--- src/rtl/control_cochera.sv ---
// control_cochera: shared-barrier access controller for a parking lot.
// Arbitrates one motorised barrier between an entry lane and an exit lane,
// sequences it through IDLE -> RAISE -> OPEN -> LOWER, and tracks occupancy
// from the passage FSM's entrada/salida pulses.
// Optional feature: define COCHERA_ROUND_ROBIN_EN for round-robin arbitration
// on simultaneous requests. The default build gives fixed priority to exit.
module control_cochera #(
  parameter int unsigned CAPACIDAD = 16,
  parameter int unsigned W_CNT     = 5,
  parameter int unsigned T_MAX     = 200,
  parameter int unsigned T_BAJADA  = 20
) (
  input  logic             clk,
  input  logic             reset_n,
  input  logic             pedido_ent,
  input  logic             pedido_sal,
  input  logic             entrada,
  input  logic             salida,
  input  logic             tope,
  output logic             subir,
  output logic             conc_ent,
  output logic             conc_sal,
  output logic [W_CNT-1:0] ocupacion,
  output logic             lleno,
  output logic             err_tope
);

  // Timers only ever hold 0..limit-1, so clog2 of the larger limit suffices.
  localparam int unsigned TLIM = (T_MAX > T_BAJADA) ? T_MAX : T_BAJADA;
  localparam int unsigned TW   = (TLIM > 1) ? $clog2(TLIM) : 1;

  localparam logic [TW-1:0]    TMAX_M1 = TW'(T_MAX - 1);
  localparam logic [TW-1:0]    TBAJ_M1 = TW'(T_BAJADA - 1);
  localparam logic [W_CNT-1:0] CAP     = W_CNT'(CAPACIDAD);

  localparam logic [1:0] StIdle  = 2'd0;
  localparam logic [1:0] StRaise = 2'd1;
  localparam logic [1:0] StOpen  = 2'd2;
  localparam logic [1:0] StLower = 2'd3;

  logic [1:0]       state_q, state_d;
  logic [TW-1:0]    timer_q, timer_d;
  logic             pend_ent_q, pend_ent_d;
  logic             pend_sal_q, pend_sal_d;
  logic             conc_ent_q, conc_ent_d;
  logic             conc_sal_q, conc_sal_d;
  logic             subir_q, subir_d;
  logic             err_q, err_d;
  logic [W_CNT-1:0] ocup_q, ocup_d;
  logic             lleno_q, lleno_d;
  logic             elig_ent, elig_sal;
  logic             gnt_ent, gnt_sal;

`ifdef COCHERA_ROUND_ROBIN_EN
  logic prio_ent_q, prio_ent_d;

  // Round-robin pointer: after a grant, favour the other lane on the next tie.
  always_comb begin
    prio_ent_d = prio_ent_q;
    if (gnt_ent) begin
      prio_ent_d = 1'b0;
    end else if (gnt_sal) begin
      prio_ent_d = 1'b1;
    end
  end

  // Pointer register; entry wins the first tie after reset.
  always_ff @(posedge clk or negedge reset_n) begin
    if (!reset_n) begin
      prio_ent_q <= 1'b1;
    end else begin
      prio_ent_q <= prio_ent_d;
    end
  end
`endif

  // Entry is held (not dropped) while the lot is full.
  assign elig_ent = pend_ent_q && !lleno_q;
  assign elig_sal = pend_sal_q;

  // Lane arbitration, only meaningful while idle.
  always_comb begin
    gnt_ent = 1'b0;
    gnt_sal = 1'b0;
    if (state_q == StIdle) begin
      if (elig_ent && elig_sal) begin
`ifdef COCHERA_ROUND_ROBIN_EN
        gnt_ent = prio_ent_q;
        gnt_sal = !prio_ent_q;
`else
        gnt_sal = 1'b1;
`endif
      end else if (elig_sal) begin
        gnt_sal = 1'b1;
      end else if (elig_ent) begin
        gnt_ent = 1'b1;
      end
    end
  end

  // Pending latches: a repeat request while set is absorbed; grant clears.
  always_comb begin
    pend_ent_d = pend_ent_q ? !gnt_ent : pedido_ent;
    pend_sal_d = pend_sal_q ? !gnt_sal : pedido_sal;
  end

  // Barrier sequencing and timers.
  always_comb begin
    state_d    = state_q;
    timer_d    = timer_q;
    conc_ent_d = conc_ent_q;
    conc_sal_d = conc_sal_q;
    err_d      = 1'b0;
    case (state_q)
      StIdle: begin
        timer_d = '0;
        if (gnt_ent || gnt_sal) begin
          state_d    = StRaise;
          conc_ent_d = gnt_ent;
          conc_sal_d = gnt_sal;
        end
      end
      StRaise: begin
        if (tope) begin
          state_d = StOpen;
          timer_d = '0;
        end else if (timer_q == TMAX_M1) begin
          state_d    = StLower;
          timer_d    = '0;
          err_d      = 1'b1;
          conc_ent_d = 1'b0;
          conc_sal_d = 1'b0;
        end else begin
          timer_d = timer_q + TW'(1);
        end
      end
      StOpen: begin
        if ((entrada && conc_ent_q) || (salida && conc_sal_q) || (timer_q == TMAX_M1)) begin
          state_d    = StLower;
          timer_d    = '0;
          conc_ent_d = 1'b0;
          conc_sal_d = 1'b0;
        end else begin
          timer_d = timer_q + TW'(1);
        end
      end
      default: begin
        if (timer_q == TBAJ_M1) begin
          state_d = StIdle;
          timer_d = '0;
        end else begin
          timer_d = timer_q + TW'(1);
        end
      end
    endcase
    subir_d = (state_d == StRaise) || (state_d == StOpen);
  end

  // Occupancy: saturating up/down count; simultaneous pulses cancel.
  always_comb begin
    ocup_d = ocup_q;
    if (entrada && !salida && (ocup_q < CAP)) begin
      ocup_d = ocup_q + W_CNT'(1);
    end else if (salida && !entrada && (ocup_q != '0)) begin
      ocup_d = ocup_q - W_CNT'(1);
    end
    lleno_d = (ocup_d == CAP);
  end

  // State and registered outputs; reset drops the motor command at once.
  always_ff @(posedge clk or negedge reset_n) begin
    if (!reset_n) begin
      state_q    <= StIdle;
      timer_q    <= '0;
      pend_ent_q <= 1'b0;
      pend_sal_q <= 1'b0;
      conc_ent_q <= 1'b0;
      conc_sal_q <= 1'b0;
      subir_q    <= 1'b0;
      err_q      <= 1'b0;
      ocup_q     <= '0;
      lleno_q    <= 1'b0;
    end else begin
      state_q    <= state_d;
      timer_q    <= timer_d;
      pend_ent_q <= pend_ent_d;
      pend_sal_q <= pend_sal_d;
      conc_ent_q <= conc_ent_d;
      conc_sal_q <= conc_sal_d;
      subir_q    <= subir_d;
      err_q      <= err_d;
      ocup_q     <= ocup_d;
      lleno_q    <= lleno_d;
    end
  end

  assign subir     = subir_q;
  assign conc_ent  = conc_ent_q;
  assign conc_sal  = conc_sal_q;
  assign ocupacion = ocup_q;
  assign lleno     = lleno_q;
  assign err_tope  = err_q;

endmodule

--- config.mk ---
export PLATFORM = sky130hd
export DESIGN_NAME = control_cochera
export DESIGN_NICKNAME = d
export VERILOG_FILES = /design/src/rtl/control_cochera.sv
export SDC_FILE = /design/constraint.sdc
export NUM_CORES = 1
export LEC_CHECK = 0
export BUFFER_PORTS_ARGS = -buffer_cell sky130_fd_sc_hd__buf_2
export CAP_MARGIN = 40
export CORE_MARGIN = 5
export CORE_UTILIZATION = 49
export CTS_CLUSTER_SIZE = 20
export DETAILED_ROUTE_END_ITERATION = 8
export PLACE_DENSITY = 0.76
export SLEW_MARGIN = 30
export SYNTH_ARGS = -nofsm -noshare
export SYNTH_HDL_FRONTEND = slang
export SYNTH_SLANG_ARGS = --single-unit
--- constraint.sdc ---
create_clock -name clk -period 2.2 [get_ports clk]
set_input_delay 0.22 -clock clk [delete_from_list [all_inputs] [get_ports clk]]
set_output_delay 0.22 -clock clk [all_outputs]
set_load 0.02 [all_outputs]
# Yosys cells after proc, flatten, opt, wreduce, memory -nomap -nowiden

Cells that the tools add are included.

Add/sub/neg operators: 3
Eq/ne operators: 11
Reduce and logical (&&, ||, !) cells: 21
Order comparisons: 1
Multiplexer cells: 32

Operator list:

| kind                | count |
|---|---|
| $mux 8              | 4 |
| $pmux 8 s3          | 1 |
| $mux 1              | 17 |
| $mux 2              | 5 |
| $mux 5              | 2 |
| $add 8x1->8 const B | 1 |
| $eq 8x5->1 const B  | 1 |
| $eq 8x8->1 const B  | 1 |
| $logic_and 1x1->1   | 8 |
| $ne 2x2->1 const B  | 3 |
| $pmux 1 s3          | 2 |
| $pmux 2 s3          | 1 |
| $add 5x1->5 const B | 1 |
| $eq 5x5->1 const B  | 1 |
| $logic_not 1->1     | 5 |
| $lt 5x5->1 const B  | 1 |
| $reduce_and 5->1    | 1 |
| $reduce_bool 5->1   | 1 |
| $sub 5x1->5 const B | 1 |
| $eq 2x1->1 const B  | 2 |
| $eq 2x2->1 const B  | 2 |
| $logic_or 1x1->1    | 4 |
| $reduce_bool 3->1   | 1 |
| $logic_not 2->1     | 1 |
| $ne 2x1->1 const B  | 1 |

Flip-flop bits (word level): 22
Bits of input ports: 7
Output and inout port bits: 10
Logic and storage cells: 78

# Logic depth before layout (Yosys ltp)

Gate-level depths: netlist (run 1).

Depth in word-level cells: 11
Mapped depth: 7
Gate-level depth less buffers: 7

# Worst setup path before layout (run 1)

OpenSTA, ideal clock, no wires.

Path type: register -> register
Start: register timer_q[0]
End: register conc_ent_q, in the netlist conc_ent
Clock period less this slack: 1.977 ns
Data required time: 2.075 ns
Stages on the path, launching flop included: 6
Data arrival time: 1.852 ns
Library setup time: 0.125 ns
Path buffers: 0
Path slack: 0.223 ns
Cells stage by stage: dfrtp_1 ha_1 or3b_4 or3_1 a21oi_1 mux2_2

Longest elaborated chain between the ends: 4
Elaborated cells between the ends (all ways): 5
Those cells by class: eq/ne: 3; reduce/logical: 2

RTL lines:

| what                           | line     | RTL |
|---|---|---|
| start: declaration             | 42       | `logic [TW-1:0] timer_q, timer_d;` |
| start signal: assignment       | 185      | `timer_q <= timer_d;` |
| $eq 8x8->1 (*)                 | 127, 138 |  |
| $logic_or 1x1->1               | 138      | `if ((entrada && conc_ent_q) \|\| (salida && conc_sal_q) \|\| (timer_q == TMAX_M1)) begin` |
| $ne 2x2->1 (no line)           | --       |  |
| $reduce_and 5->1 (no line) (*) | --       |  |
| end signal: assignment         | 188      | `conc_ent_q <= conc_ent_d;` |
| end: declaration               | 45       | `logic conc_ent_q, conc_ent_d;` |

Mark *: on every way between the ends. The rest lies on a longest branch, timed or not.
A chain may end at the register's enable or synchronous reset.

# Final worst setup path (run 1)

Ends and elaborated chain as after synthesis.

==> results.tsv, run 1 <==
stage	metric	value	unit
status	status	complete, no violations	
sta	final.setup_skew	0.006821	ns
sta	max-slew-margin-rel	67.63	%
synthesis	ys_ff_latch	22	
final_layout	fillers	223	
die	die_w	60.13	µm
synthesis	synth_sequential_area_ratio	44.72	%
cts	cts_bufs_inserted	3	
worst_hold_path	hold_path_class	input pin to flop	
job	drv_cap	0	
power_and_ir_drop	max-vdd-ir-drop	0.6073	mV
die	placeableCoreArea	2432	µm²
setup_path	worstSetupPathType	flop to flop	
synthesis	netlist_area	1231	µm²
power_and_ir_drop	pwr_density_cell	733.9	nW/µm²
sta	final_period_minus_worst_setup_slack	2.091	ns
setup_path	crit_fanout	5	
synthesis	synthDistinctLibCells	42	
setup_path	critPathLaunch	timer_q[0]	
synthesis	avgSynthCellArea	10.09	µm²
sta	min_period_over_period	95.04	%
cts	root_buffer	sky130_fd_sc_hd__clkbuf_4	
final_layout	antenna-diode-count	0	
global_routing	grt_overflow	0	
global_routing	number_of_global_route_vias_before_repair	997	
power_and_ir_drop	power.total	1.030	mW
cts	clkLatencyLatePin	0.31	ns
drt	routed_wirelength	2357	µm
die	die_y	60.13	µm
synthesis	syn_inst	122	
drt	detail-route-antenna-nets	0	
die	boundaryPins	17	
setup_path	worst_r2r_src	timer_q[0]	
place	dp.cells	170	
setup_path	timing.critical_path.from_type	flop	
die	die_area	3615	µm²
synthesis	post_syn_nets	136	
cts	tritoncts_clock_tree	yes	
place	pre_cts_ws	0.1235	ns
final_layout	largest_register_ff_count	8	
setup_path	data_required_time_of_the_worst_path	2.41	ns
setup_path	max_stage_delay_on_crit_path	0.43	ns
sta	setup_viol	0	
synthesis	synth_largest_type_area_fraction	44.72	%
setup_path	r2r_slack	0.11	ns
sta	tightest_slew	0.4855	ns
sta	slew_viol_final	0	
drt	drt_first_pass_iters	4	
power_and_ir_drop	power.static_leakage	0.6734	nW
global_routing	grt_pass1_wl	4347	µm
synthesis	yosysWarningCount	0	
synthesis	synth_top_flop_cell	sky130_fd_sc_hd__dfrtp_1	
place	gp_congestion	0.8084	
synthesis	synthTopCellsByArea	sky130_fd_sc_hd__dfrtp_1 45%, sky130_fd_sc_hd__ha_1 7.1%, sky130_fd_sc_hd__xor2_1 5.0%	
final_layout	final_core_utilization	57.72	%
global_routing	grt.total_usage	16.27	%
final_layout	post_layout_nonfiller_instances	175	
final_layout	mostFrequentLayoutCell	sky130_fd_sc_hd__dfrtp_1	
setup_path	crit_arrival	2.30	ns
worst_hold_path	holdCritStartpoint	pedido_ent	
drt	vias	962	
cts	cts_sinks	22	
die	initial_utilization	50.62	%
drt	drc_markers	0	
global_routing	antenna_found_initial	0	
sta	postLayoutSetupSlackWorst	0.1091	ns
cts	cts-root-to-sink-buffers	2	
sta	finalHoldViolCount	0	
final_layout	registers.top_by_ff_count	timer_q	
setup_path	path_cells	ha_1 -> or3b_4 -> or3_1 -> a21oi_1 -> mux2_2	
final_layout	design.final.nets	161	
drt	wl_per_cell	13.47	µm
synthesis	synth-async-reset-ratio	100.0	%
final_layout	final_cell_mix	22 x sky130_fd_sc_hd__dfrtp_1, 16 x sky130_fd_sc_hd__buf_2, 11 x sky130_fd_sc_hd__nor2_1	
setup_path	critPathSlowestCell	sky130_fd_sc_hd__or3b_4	
cts	cts.htree.levels	1	
die	placement_row_count	18	
synthesis	synth_edf_count	0	
drt	vias_per_cell	5.497	
global_routing	grt_start_max_net_pins	23	
synthesis	yosys.area.top_type	sky130_fd_sc_hd__dfrtp_1	
sta	max_clock_freq	0.4783	GHz
cts	clk_pin_slew_worst_paths	0.12	ns
setup_path	endpoint_kind	flop	
drt	drt_iter0_drc	19	
cts	post_cts.resized_instances	0	
place	dp_hpwl	1826	µm
final_layout	fraction_of_layout_cells_with_a_size_suffix_above_1	20.69	%
place	io_buffers	16	
final_layout	area_growth_syn_to_layout	14.02	%
## cell usage after synthesis, types with 2 or more instances
library cell,instances
sky130_fd_sc_hd__dfrtp_1,22
sky130_fd_sc_hd__nor2_1,11
sky130_fd_sc_hd__inv_1,8
sky130_fd_sc_hd__nand2_1,8
sky130_fd_sc_hd__ha_1,7
sky130_fd_sc_hd__nand2b_1,7
sky130_fd_sc_hd__xor2_1,7
sky130_fd_sc_hd__nand3_1,5
sky130_fd_sc_hd__a21oi_1,3
sky130_fd_sc_hd__o211ai_1,3
sky130_fd_sc_hd__or3_1,3
sky130_fd_sc_hd__a22oi_1,2
sky130_fd_sc_hd__a31oi_1,2
sky130_fd_sc_hd__and3_1,2
sky130_fd_sc_hd__mux2_2,2
sky130_fd_sc_hd__nor2b_1,2
sky130_fd_sc_hd__o21a_1,2
sky130_fd_sc_hd__xnor2_1,2
## per-stage QoR
step | TNS (ns) | area [µm²] | hold WS [ns]
after detailed placement | 0 | 1364 | 0.2101
after global routing | -0.01207 | 1404 | 0.1118
after global placement | 0 | 1364 | 0.2023
after floorplan | 0 | 1231 | -0.07559
final | 0 | 1404 | 0.1068
after CTS | 0 | 1396 | 0.09848
## final timing paths
check / endpoint / cells past startpoint
min in group asynchronous: subir / 2
hold / removal: pend_ent_q / 2
max in group asynchronous: timer_q[6] / 2
setup / recovery: conc_ent / 5
setup reg to reg: conc_ent / 5
hold reg to reg: pend_ent_q / 1
## repair_timing
| item | 4_1_cts | 5_1_grt |
|---|---|---|
| buffers inserted | 0 | 1 |
| endpoints found under the hold margin | 22 | 0 |
| hold buffers | 1 | 0 |
| endpoints found under the setup margin | 0 | 3 |
## power by group
part	leakage [nW]	internal [mW]	total, mW	switching (mW)
registers	0.263	0.453	0.519	0.0664
clock network	0.0138	0.0640	0.179	0.115
logic	0.396	0.140	0.332	0.192
## critical path, delay by kind of cell, from the launching register on
family | cells | cell delay, ns
AO/OA/AOI/OAI | 1 | 0.19
flip-flops | 1 | 0.42
multiplexers | 1 | 0.36
AND/OR/NAND/NOR | 2 | 0.78
adder cells (fa/ha/maj) | 1 | 0.24
## area by class of cell
type,instances,area [µm²],area share [%]
Sequential cell,22,550.5,39.22
Timing Repair Buffer,20,112.6,8.021
Inverter,8,30.03,2.139
Clock buffer,3,22.52,1.604
Multi-Input combinational cell,92,650.6,46.35
Tap cell,30,37.54,2.674
## kinds of logic after synthesis
logic type | count (synthesis) | synth area share, %
buf+inv | 8 | 2.439
mux | 3 | 2.642
flops | 22 | 44.72
fa+ha+maj | 7 | 7.113
xor+xnor | 9 | 6.403
compound gates | 22 | 13.01
simple gates | 51 | 23.68
## layer usage
metal	wire (µm)	global-route usage, %	vias to the layer above	share of wire [%]
met5	0	0	-	0
met3	101	2.592	4	4.3
met1	1046	20.75	454	44
li1	-	-	483	-
met2	1145	25.77	21	49
met4	64	9.494	0	2.7
Note: power is estimated with default switching activity, not from simulation.
==> inputs of run 2 (changes only) <==
--- a/config.mk
+++ b/config.mk
@@ -11,7 +11,7 @@
 export CORE_UTILIZATION = 49
 export CTS_CLUSTER_SIZE = 20
 export DETAILED_ROUTE_END_ITERATION = 8
-export PLACE_DENSITY = 0.76
+export PLACE_DENSITY = 0.68
 export SLEW_MARGIN = 30
 export SYNTH_ARGS = -nofsm -noshare
 export SYNTH_HDL_FRONTEND = slang
==> constraint.sdc (replaced) <==
create_clock -name clk -period 2.45 [get_ports clk]
set_input_delay 0.245 -clock clk [delete_from_list [all_inputs] [get_ports clk]]
set_output_delay 0.245 -clock clk [all_outputs]
set_load 0.02 [all_outputs]
==> run 2 against run 1 <==
Against the previous run: cell count shrank 1.7%; clock skew shrank 0.0051 ns; clock power shrank 13%; die area is the same; combinational power shrank 11%; sequential power shrank 10%; core utilization shrank 0.93 points; register-to-register slack gained 0.22 ns; worst setup slack gained 0.22 ns; largest cell class unchanged; highest routed layer unchanged.
==> results.tsv, run 2 (synthesized netlist as in run 1, its figures left out) <==
stage	metric	value	unit
power_and_ir_drop	power.static_leakage	0.6583	nW
die	boundaryPins	17	
power_and_ir_drop	internal_power	0.5895	mW
setup_path	endpoint_kind	flop	
power_and_ir_drop	max-vdd-ir-drop	0.5623	mV
place	io_buffers	16	
setup_path	worst_r2r_endpoint	conc_ent	
sta	min_period_over_period	86.43	%
setup_path	r2r_slack	0.33	ns
place	gp_congestion	0.8011	
final_layout	registers.top_by_ff_count	timer_q	
die	placeableCoreArea	2432	µm²
sta	final.setup_skew	0.001758	ns
power_and_ir_drop	sw_frac_of_total	35.84	%
setup_path	path_cells	ha_1 -> or3b_4 -> or3_1 -> a21oi_1 -> mux2_2	
sta	finalHoldViolCount	0	
final_layout	final_cell_mix	22 x sky130_fd_sc_hd__dfrtp_1, 16 x sky130_fd_sc_hd__buf_2, 11 x sky130_fd_sc_hd__nor2_1	
sta	setup_viol	0	
global_routing	grt_overflow	0	
cts	tritoncts_clock_tree	yes	
setup_path	data_required_time_of_the_worst_path	2.64	ns
drt	vias_per_cell	5.494	
setup_path	crit_fanout	5	
setup_path	timing.critical_path.from_type	flop	
worst_hold_path	min_path_cells	2	
worst_hold_path	holdCritStartpoint	pedido_ent	
final_layout	antenna-diode-count	0	
cts	root_buffer	sky130_fd_sc_hd__clkbuf_4	
worst_hold_path	timing.hold.worst_endpoint	pend_ent_q	
setup_path	timing.reg2reg.worst_path_depth	5	
drt	drc_markers	0	
power_and_ir_drop	power.sequential.fraction	50.7	%
global_routing	number_of_global_route_vias_before_repair	978	
die	initial_utilization	50.62	%
die	die_area	3615	µm²
global_routing	antenna_found_initial	0	
drt	vias	945	
die	die_y	60.13	µm
sta	max-slew-margin-rel	67.24	%
sta	max_clock_freq	0.4722	GHz
global_routing	grt_pass1_wl	4167	µm
die	die_w	60.13	µm
final_layout	design.final.nets	158	
final_layout	fraction_of_layout_cells_with_a_size_suffix_above_1	19.01	%
power_and_ir_drop	pwr_density_cell	665.1	nW/µm²
worst_hold_path	hold_path_class	input pin to flop	
die	placement_row_count	18	
global_routing	grt_start_max_net_pins	23	
power_and_ir_drop	clock_power_share	17.0	%
cts	cts-root-to-sink-buffers	2	
job	drv_cap	0	
drt	detail-route-antenna-nets	0	
setup_path	crit_arrival	2.31	ns
sta	setup_tns	0	ns
final_layout	largest_register_ff_count	8	
power_and_ir_drop	total_switching_power	0.3292	mW
place	dp.cells	168	
cts	cts_bufs_inserted	3	
sta	grt_setup_unrepaired	no	
setup_path	worstSetupPathType	flop to flop	
global_routing	grt.total_usage	15.58	%
place	dp_hpwl	1838	µm
place	dpl-instance-area	1349	µm²
drt	wl_per_cell	13.94	µm
final_layout	mostFrequentLayoutCell	sky130_fd_sc_hd__dfrtp_1	
setup_path	critPathSlowestCell	sky130_fd_sc_hd__dfrtp_1	
drt	routed_wirelength	2397	µm
power_and_ir_drop	power.combinational.fraction	32.3	%
sta	final_period_minus_worst_setup_slack	2.118	ns
final_layout	area_growth_syn_to_layout	12.19	%
drt	drt_first_pass_iters	4	
cts	clk_pin_slew_worst_paths	0.11	ns
setup_path	max_stage_delay_on_crit_path	0.42	ns
setup_path	worst_r2r_src	timer_q[0]	
sta	tightest_slew	0.4882	ns
setup_path	critPathLaunch	timer_q[0]	
drt	drt_iter0_drc	23	
cts	cts.htree.levels	1	
cts	cts_sinks	22	
final_layout	post_layout_nonfiller_instances	172	
final_layout	finalInstanceArea	1381	µm²
status	status	complete, no violations	
cts	clkLatencyLatePin	0.29	ns
sta	slew_viol_final	0	
sta	hold-worst-slack	0.1571	ns
## run 2: cell types whose count changed in the layout (fill, tap and decap cells not counted)
| cell | change |
|---|---|
| sky130_fd_sc_hd__buf_4 | -3 |
## run 2: how the worst max path moves through the flow
stage	end	slack [ns]	depth (start not counted)
finish	conc_ent	0.33	5
CTS	conc_ent	0.32	5
global placement	conc_sal	0.42	5
global route	lleno	0.13	7
detailed placement	conc_ent	0.35	5
floorplan	conc_ent	0.47	5
## run 2: stage by stage
stage | util (%) | worst slack (ns) | power, mW
finish | 56.79 | 0.3324 | 0.9187
global route | 56.79 | 0.1333 | 0.9835
CTS | 56.79 | 0.3163 | 0.9322
detailed placement | 55.45 | 0.3493 | 0.7706
global placement | 55.45 | 0.4202 | 0.7611
floorplan | - | 0.4731 | 0.6686
## run 2: final cells by class
cell class | count | area (µm²)
Clock buffer | 3 | 22.52
Sequential cell | 22 | 550.5
Tap cell | 30 | 37.54
Timing Repair Buffer | 17 | 90.09
Fill cell | 238 | 1051
Inverter | 8 | 30.03
Multi-Input combinational cell | 92 | 650.6
## run 2: timing repair
item	4_1_cts	5_1_grt
gates resized for setup	0	0
buffers inserted	0	0
hold buffers	1	0
endpoints found under the hold margin	22	0
## run 2: routing by layer
layer	routed length (µm)	GRT usage, %
met2	1175	27.01
met3	84	2.808
met5	0	0
met4	40	8.228
met1	1097	18.01
## run 2: power groups by stage
stage / Clock [mW] / Combinational [mW] / Sequential (mW)
floorplan: 0 / 0.153 / 0.516
global placement: 0 / 0.290 / 0.471
global route: 0.177 / 0.331 / 0.476
CTS: 0.166 / 0.300 / 0.466
detailed placement: 0 / 0.299 / 0.472
finish: 0.156 / 0.297 / 0.465
## run 2: worst max-delay path, delay by kind of cell (launching register included)
kind | cells | cell delay, ns
flip-flops | 1 | 0.42
AND/OR/NAND/NOR | 2 | 0.77
adder cells (fa/ha/maj) | 1 | 0.24
AO/OA/AOI/OAI | 1 | 0.22
multiplexers | 1 | 0.37
